--- src/rtl/dnn_argmax_fix.sv ---
// Argmax over ten signed class scores captured on start, with winner/runner-up margin
// and saturating per-class and total prediction counters.
module dnn_argmax_fix #(
    parameter int DATA_WIDTH = 8,
    parameter int CNT_WIDTH  = 16
) (
    input  logic                         clk,
    input  logic                         rst,
    input  logic                         start,
    input  logic                         reset,
    input  logic signed [DATA_WIDTH-1:0] in_vec [10],
    output logic                         busy,
    output logic                         done,
    output logic        [3:0]            digit,
    output logic signed [DATA_WIDTH-1:0] max_val,
    output logic        [DATA_WIDTH:0]   margin,
    output logic        [CNT_WIDTH-1:0]  class_cnt [10],
    output logic        [CNT_WIDTH-1:0]  total_cnt
);

    localparam logic signed [DATA_WIDTH-1:0] MIN_SCORE = {1'b1, {(DATA_WIDTH-1){1'b0}}};
    localparam logic        [CNT_WIDTH-1:0]  CNT_ONE   = CNT_WIDTH'(1);
    localparam logic        [3:0]            LAST_IDX  = 4'd9;

    // One-hot so busy and done each decode from a single flop and cannot glitch.
    typedef enum logic [2:0] {
        IDLE = 3'b001,
        SCAN = 3'b010,
        DONE = 3'b100
    } state_t;

    state_t state_q, state_d;

    logic signed [DATA_WIDTH-1:0] shadow [10];
    logic        [3:0]            idx;
    logic signed [DATA_WIDTH-1:0] best, second;
    logic        [3:0]            best_idx;

    logic signed [DATA_WIDTH-1:0] cur, nxt_best, nxt_second;
    logic        [3:0]            nxt_idx;
    logic        [DATA_WIDTH:0]   nxt_margin;
    logic                         capture;

    assign busy    = ~state_q[0];
    assign done    = state_q[2];
    assign capture = (state_q == IDLE) && start && !reset;
    assign cur     = shadow[idx];

    always_ff @(posedge clk or negedge rst) begin
        if (!rst) state_q <= IDLE;
        else      state_q <= state_d;
    end

    // NOTE: every variable gets a default before the case so no latch is inferred.
    always_comb begin
        state_d = state_q;
        if (reset) begin
            state_d = IDLE;
        end else begin
            case (state_q)
                IDLE:    if (start) state_d = SCAN;
                SCAN:    if (idx == LAST_IDX) state_d = DONE;
                DONE:    state_d = IDLE;
                default: state_d = IDLE;
            endcase
        end
    end

    // Strict greater-than keeps the lowest index on ties; an equal top score
    // falls through to the runner-up slot, which yields margin 0.
    always_comb begin
        nxt_best   = best;
        nxt_second = second;
        nxt_idx    = best_idx;
        if (idx == 4'd0) begin
            nxt_best   = cur;
            nxt_second = MIN_SCORE;
            nxt_idx    = 4'd0;
        end else if (cur > best) begin
            nxt_second = best;
            nxt_best   = cur;
            nxt_idx    = idx;
        end else if (cur > second) begin
            nxt_second = cur;
        end
        nxt_margin = {nxt_best[DATA_WIDTH-1], nxt_best} - {nxt_second[DATA_WIDTH-1], nxt_second};
    end

    // NOTE: the shadow array is pure datapath, always written before it is read,
    // so it carries no reset.
    always_ff @(posedge clk) begin
        if (capture) shadow <= in_vec;
    end

    // NOTE: all sequential state uses non-blocking assignments so every flop
    // samples pre-edge values regardless of statement order.
    always_ff @(posedge clk or negedge rst) begin
        if (!rst) begin
            idx       <= '0;
            best      <= '0;
            second    <= '0;
            best_idx  <= '0;
            digit     <= '0;
            max_val   <= '0;
            margin    <= '0;
            total_cnt <= '0;
            for (int i = 0; i < 10; i++) class_cnt[i] <= '0;
        end else if (reset) begin
            idx       <= '0;
            digit     <= '0;
            max_val   <= '0;
            margin    <= '0;
            total_cnt <= '0;
            for (int i = 0; i < 10; i++) class_cnt[i] <= '0;
        end else if (capture) begin
            idx <= '0;
        end else if (state_q == SCAN) begin
            best     <= nxt_best;
            second   <= nxt_second;
            best_idx <= nxt_idx;
            idx      <= idx + 4'd1;
            if (idx == LAST_IDX) begin
                digit   <= nxt_idx;
                max_val <= nxt_best;
                margin  <= nxt_margin;
                if (total_cnt != '1) total_cnt <= total_cnt + CNT_ONE;
                for (int i = 0; i < 10; i++) begin
                    if (nxt_idx == 4'(i) && class_cnt[i] != '1)
                        class_cnt[i] <= class_cnt[i] + CNT_ONE;
                end
            end
        end
    end

endmodule

--- config.mk ---
export PLATFORM = sky130hd
export DESIGN_NAME = dnn_argmax_fix
export DESIGN_NICKNAME = d
export VERILOG_FILES = /design/src/rtl/dnn_argmax_fix.sv
export SDC_FILE = /design/constraint.sdc
export NUM_CORES = 1
export LEC_CHECK = 0
export ABC_CLOCK_PERIOD_IN_PS = 17000
export CORE_MARGIN = 2
export CORE_UTILIZATION = 30
export DETAILED_ROUTE_END_ITERATION = 10
export PLACE_DENSITY = 0.59
export SLEW_MARGIN = 20
export SYNTH_ARGS = -nofsm -noshare
export SYNTH_HDL_FRONTEND = slang
export SYNTH_SLANG_ARGS = --single-unit
--- constraint.sdc ---
create_clock -name clk -period 17 [get_ports clk]
set_input_delay 3.4 -clock clk [delete_from_list [all_inputs] [get_ports clk]]
set_output_delay 3.4 -clock clk [all_outputs]
set_load 0.01 [all_outputs]
==> impl_results.md <==
* # resized after CTS at 0
* Most frequent cells in the layout: 280 x clkdlybuf4s50_1, 222 x dfrtp_1, 202 x nor2_1
* Slew Limit Fails at 0
* Switching share of power at 25.64%
* Top-area cell type share of the netlist area at 34.64%
* Worst-path fanout max at 23
* Clock power share at 45.6%
* Layout cells sized above 1 at under 10%
* GP Congestion at 0.8496
* Fmax achieved at 156.4 MHz
* Port bufs at 282
* Distinct cell type count after synthesis at 89
* Post-synth EDFFs at 80
* Final hold slack at 0.4771 ns
* Ports at between 200 and 300
* Syn_nets at 1,713
* Syn Inst Count at 1,590
* Critical path type: reg2reg
* Register share of total power at 45.1%
* N_diodes at 0
* Setup WS post-layout at 10.60 ns
* Net Switching at 0.4456 mW
* Leading area contributor after synthesis: dfrtp_1
* CTS tree: done
* Row count at 84
* Vias/cell at roughly 5.2
* Path category of the worst min-delay check: reg2reg
* Pre-antenna DRT Iters at 5
* Max-slew headroom at 30.90%
* First-pass GRT wire length at 76.33 mm
* Clock latency on the worst-skew pair at approximately 0.56 ns
* Worst Hold Depth at 2
* Vias at 13,312
* DRC Markers at 0
* P_int at 1.293 mW
* Setup Skew at 0.03132 ns
* DP Worst Slack at approximately 10 ns
* Die area at 0.05557 mm^2
* Startpoint types: register
* Data required, critical path at 17.50 ns
* Register area share after synthesis at roughly 50%
* Tot Pwr at 1.738 mW
* Final worst-path cycle share at 37.62%
* H-tree depth at 2
* Setup bufs post-CTS at 0
* Total Routed Length at approximately 48 mm
* Cell Area, Synth at 0.01611 mm^2
* Cts hold-fix bufs at 0
* Main synth FF type: dfrtp_1
* Total grt overflow at 0
* RSZ-0062 raised after global routing: false
* Top post-synthesis cells by area: dfrtp_1 35%, edfxtp_1 15%, xnor2_1 4.7%, nor2_1 4.7%, a21oi_1 3.8%
* Area Growth Syn to Fin at 29.34%
* DIE HEIGHT at 235.7 um
* Detailed Route Iter0 Violations at 911
* DR WL/cell at between 15 and 20 um
* Arrival @ worst endpoint at a little under 7 ns
* Final setup viols at 0
* Transition time of the tightest slew-check pin at around 1.0 ns
* CTS buffer count at 38
* Logic gate share of total power at under 10%
* Largest net degree at the start of global routing at 104
* Power per Cell Area at 83.42 mW/mm^2
* Initial Util at between 30% and 40%
* Clock Sinks at just over 300
* Fin crit period at 6.395 ns
* Post-synthesis async set-or-reset flop share at approximately three quarters
* Vias in the first global route at 13,268
* CP Capture Type: register
* Placeable core area at 0.05287 mm^2
* DP HPWL at around 34 mm
* R2R cell count at 20
* Root Buffer: clkbuf_16
* Final Hold Viols at 0
* Die Wd at approximately 240 um
* Initial antenna violation count at 0
* Max cap viols at 0
* Synth Register Bits at 304
* Synth warn at 0
* Synthesized area per cell at 10.13 um^2
* Most common cell after layout, fill and taps aside: clkdlybuf4s50_1
* Fin util at 39.42%
* Nets at 1,987
* Peak supply drop at 0.05952 mV
* Final setup TNS at 0 ns
* Post-route ant nets at 0
* Worst-path clk slew at 0.06 ns
* CTS max path bufs at 3
* Leakage at 7.883 nW
* Status: completed
* Tot GR Track Use at about 17%
[path summary, 6_finish.rpt]
kind,start,end,slack (ns)
worst max-delay path,idx[0],margin[8],10.60
worst min-delay path,margin[5],margin[5],0.48
worst max register to register,idx[0],margin[8],10.60
worst min register to register,margin[5],margin[5],0.48
max in group asynchronous,rst,class_cnt[17],11.82
min in group asynchronous,rst,class_cnt[61],2.85
[power groups by stage]
stage                     combinational (mW)  sequential (mW)  clock, mW
after global routing                   0.177            0.785      0.848
after CTS                              0.162            0.784      0.822
final                                  0.161            0.784      0.793
after global placement                 0.160            0.797          0
after floorplan                       0.0875            0.794          0
after detailed placement               0.161            0.797          0
[critical path, cell delays in order (launching register included)]
cell and delay (ns):
dfrtp_2 0.79, buf_4 0.45, mux4_2 0.56, a21oi_1 0.16
o21ai_0 0.32, ha_1 0.46, nand4_1 0.14, nor2_1 0.30
a211o_1 0.15, buf_4 0.34, nand3_2 0.46, a211oi_1 0.37
a31oi_1 0.10, ha_1 0.36, nor2b_1 0.15, o21ai_0 0.14
nand2b_1 0.11, a21o_1 0.19, a21o_1 0.20, a2111oi_0 0.44
a211o_1 0.15
[registers in the layout, indices dropped and copies added, names as in the netlist]
register and cells:
best 8, best_idx 4, class_cnt 160, digit 4, idx 4, margin 9, max_val 8, second 8
shadow 80, state_q 3, total_cnt 16
[synth_stat cells, drive strengths merged, types with 16 or more instances]
cell	count
nor4	22
edfxtp	80
nand4	52
inv	44
o21ai	56
mux4	16
and3	30
nand2	137
or3	16
nand3	87
nor2	203
nor2b	33
clkbuf	33
nor3	18
mux2	28
mux2i	18
a21oi	126
xnor2	87
buf	34
dfrtp	223
ha	38
[metal layers]
metal | vias to the layer above | share of wire [%] | track usage [%]
li1 | 6317 | - | -
met1 | 6515 | 46 | 23.36
met2 | 418 | 46 | 27.63
met3 | 62 | 5.8 | 3.518
met4 | 0 | 2.5 | 5.752
met5 | - | 0 | 0
[cells by family after synthesis]
kind of cell	after synthesis	share of synthesized area, %
simple gates	661	20.88
compound gates	312	12.50
flops	304	49.71
buf+inv	112	3.075
xor+xnor	100	5.436
mux	62	5.312
fa+ha+maj	39	3.076
[cell type report]
cell class / instances / area [um^2]
fill: 5150 / 32030
sequential: 304 / 8010
multi-input combinational: 1174 / 7629
timing repair buffer: 301 / 2972
clock buffer: 49 / 1013
tap: 688 / 860.8
clock inverter: 15 / 183.9
inverter: 45 / 168.9
[metrics by stage]
stage | std cells | area [um^2]
floorplan | 1590 | 16110
global placement | 2512 | 19640
detailed placement | 2512 | 19640
CTS | 2576 | 20840
global route | 2576 | 20840
finish | 2576 | 20840
Note: power is estimated with default switching activity, not from simulation.
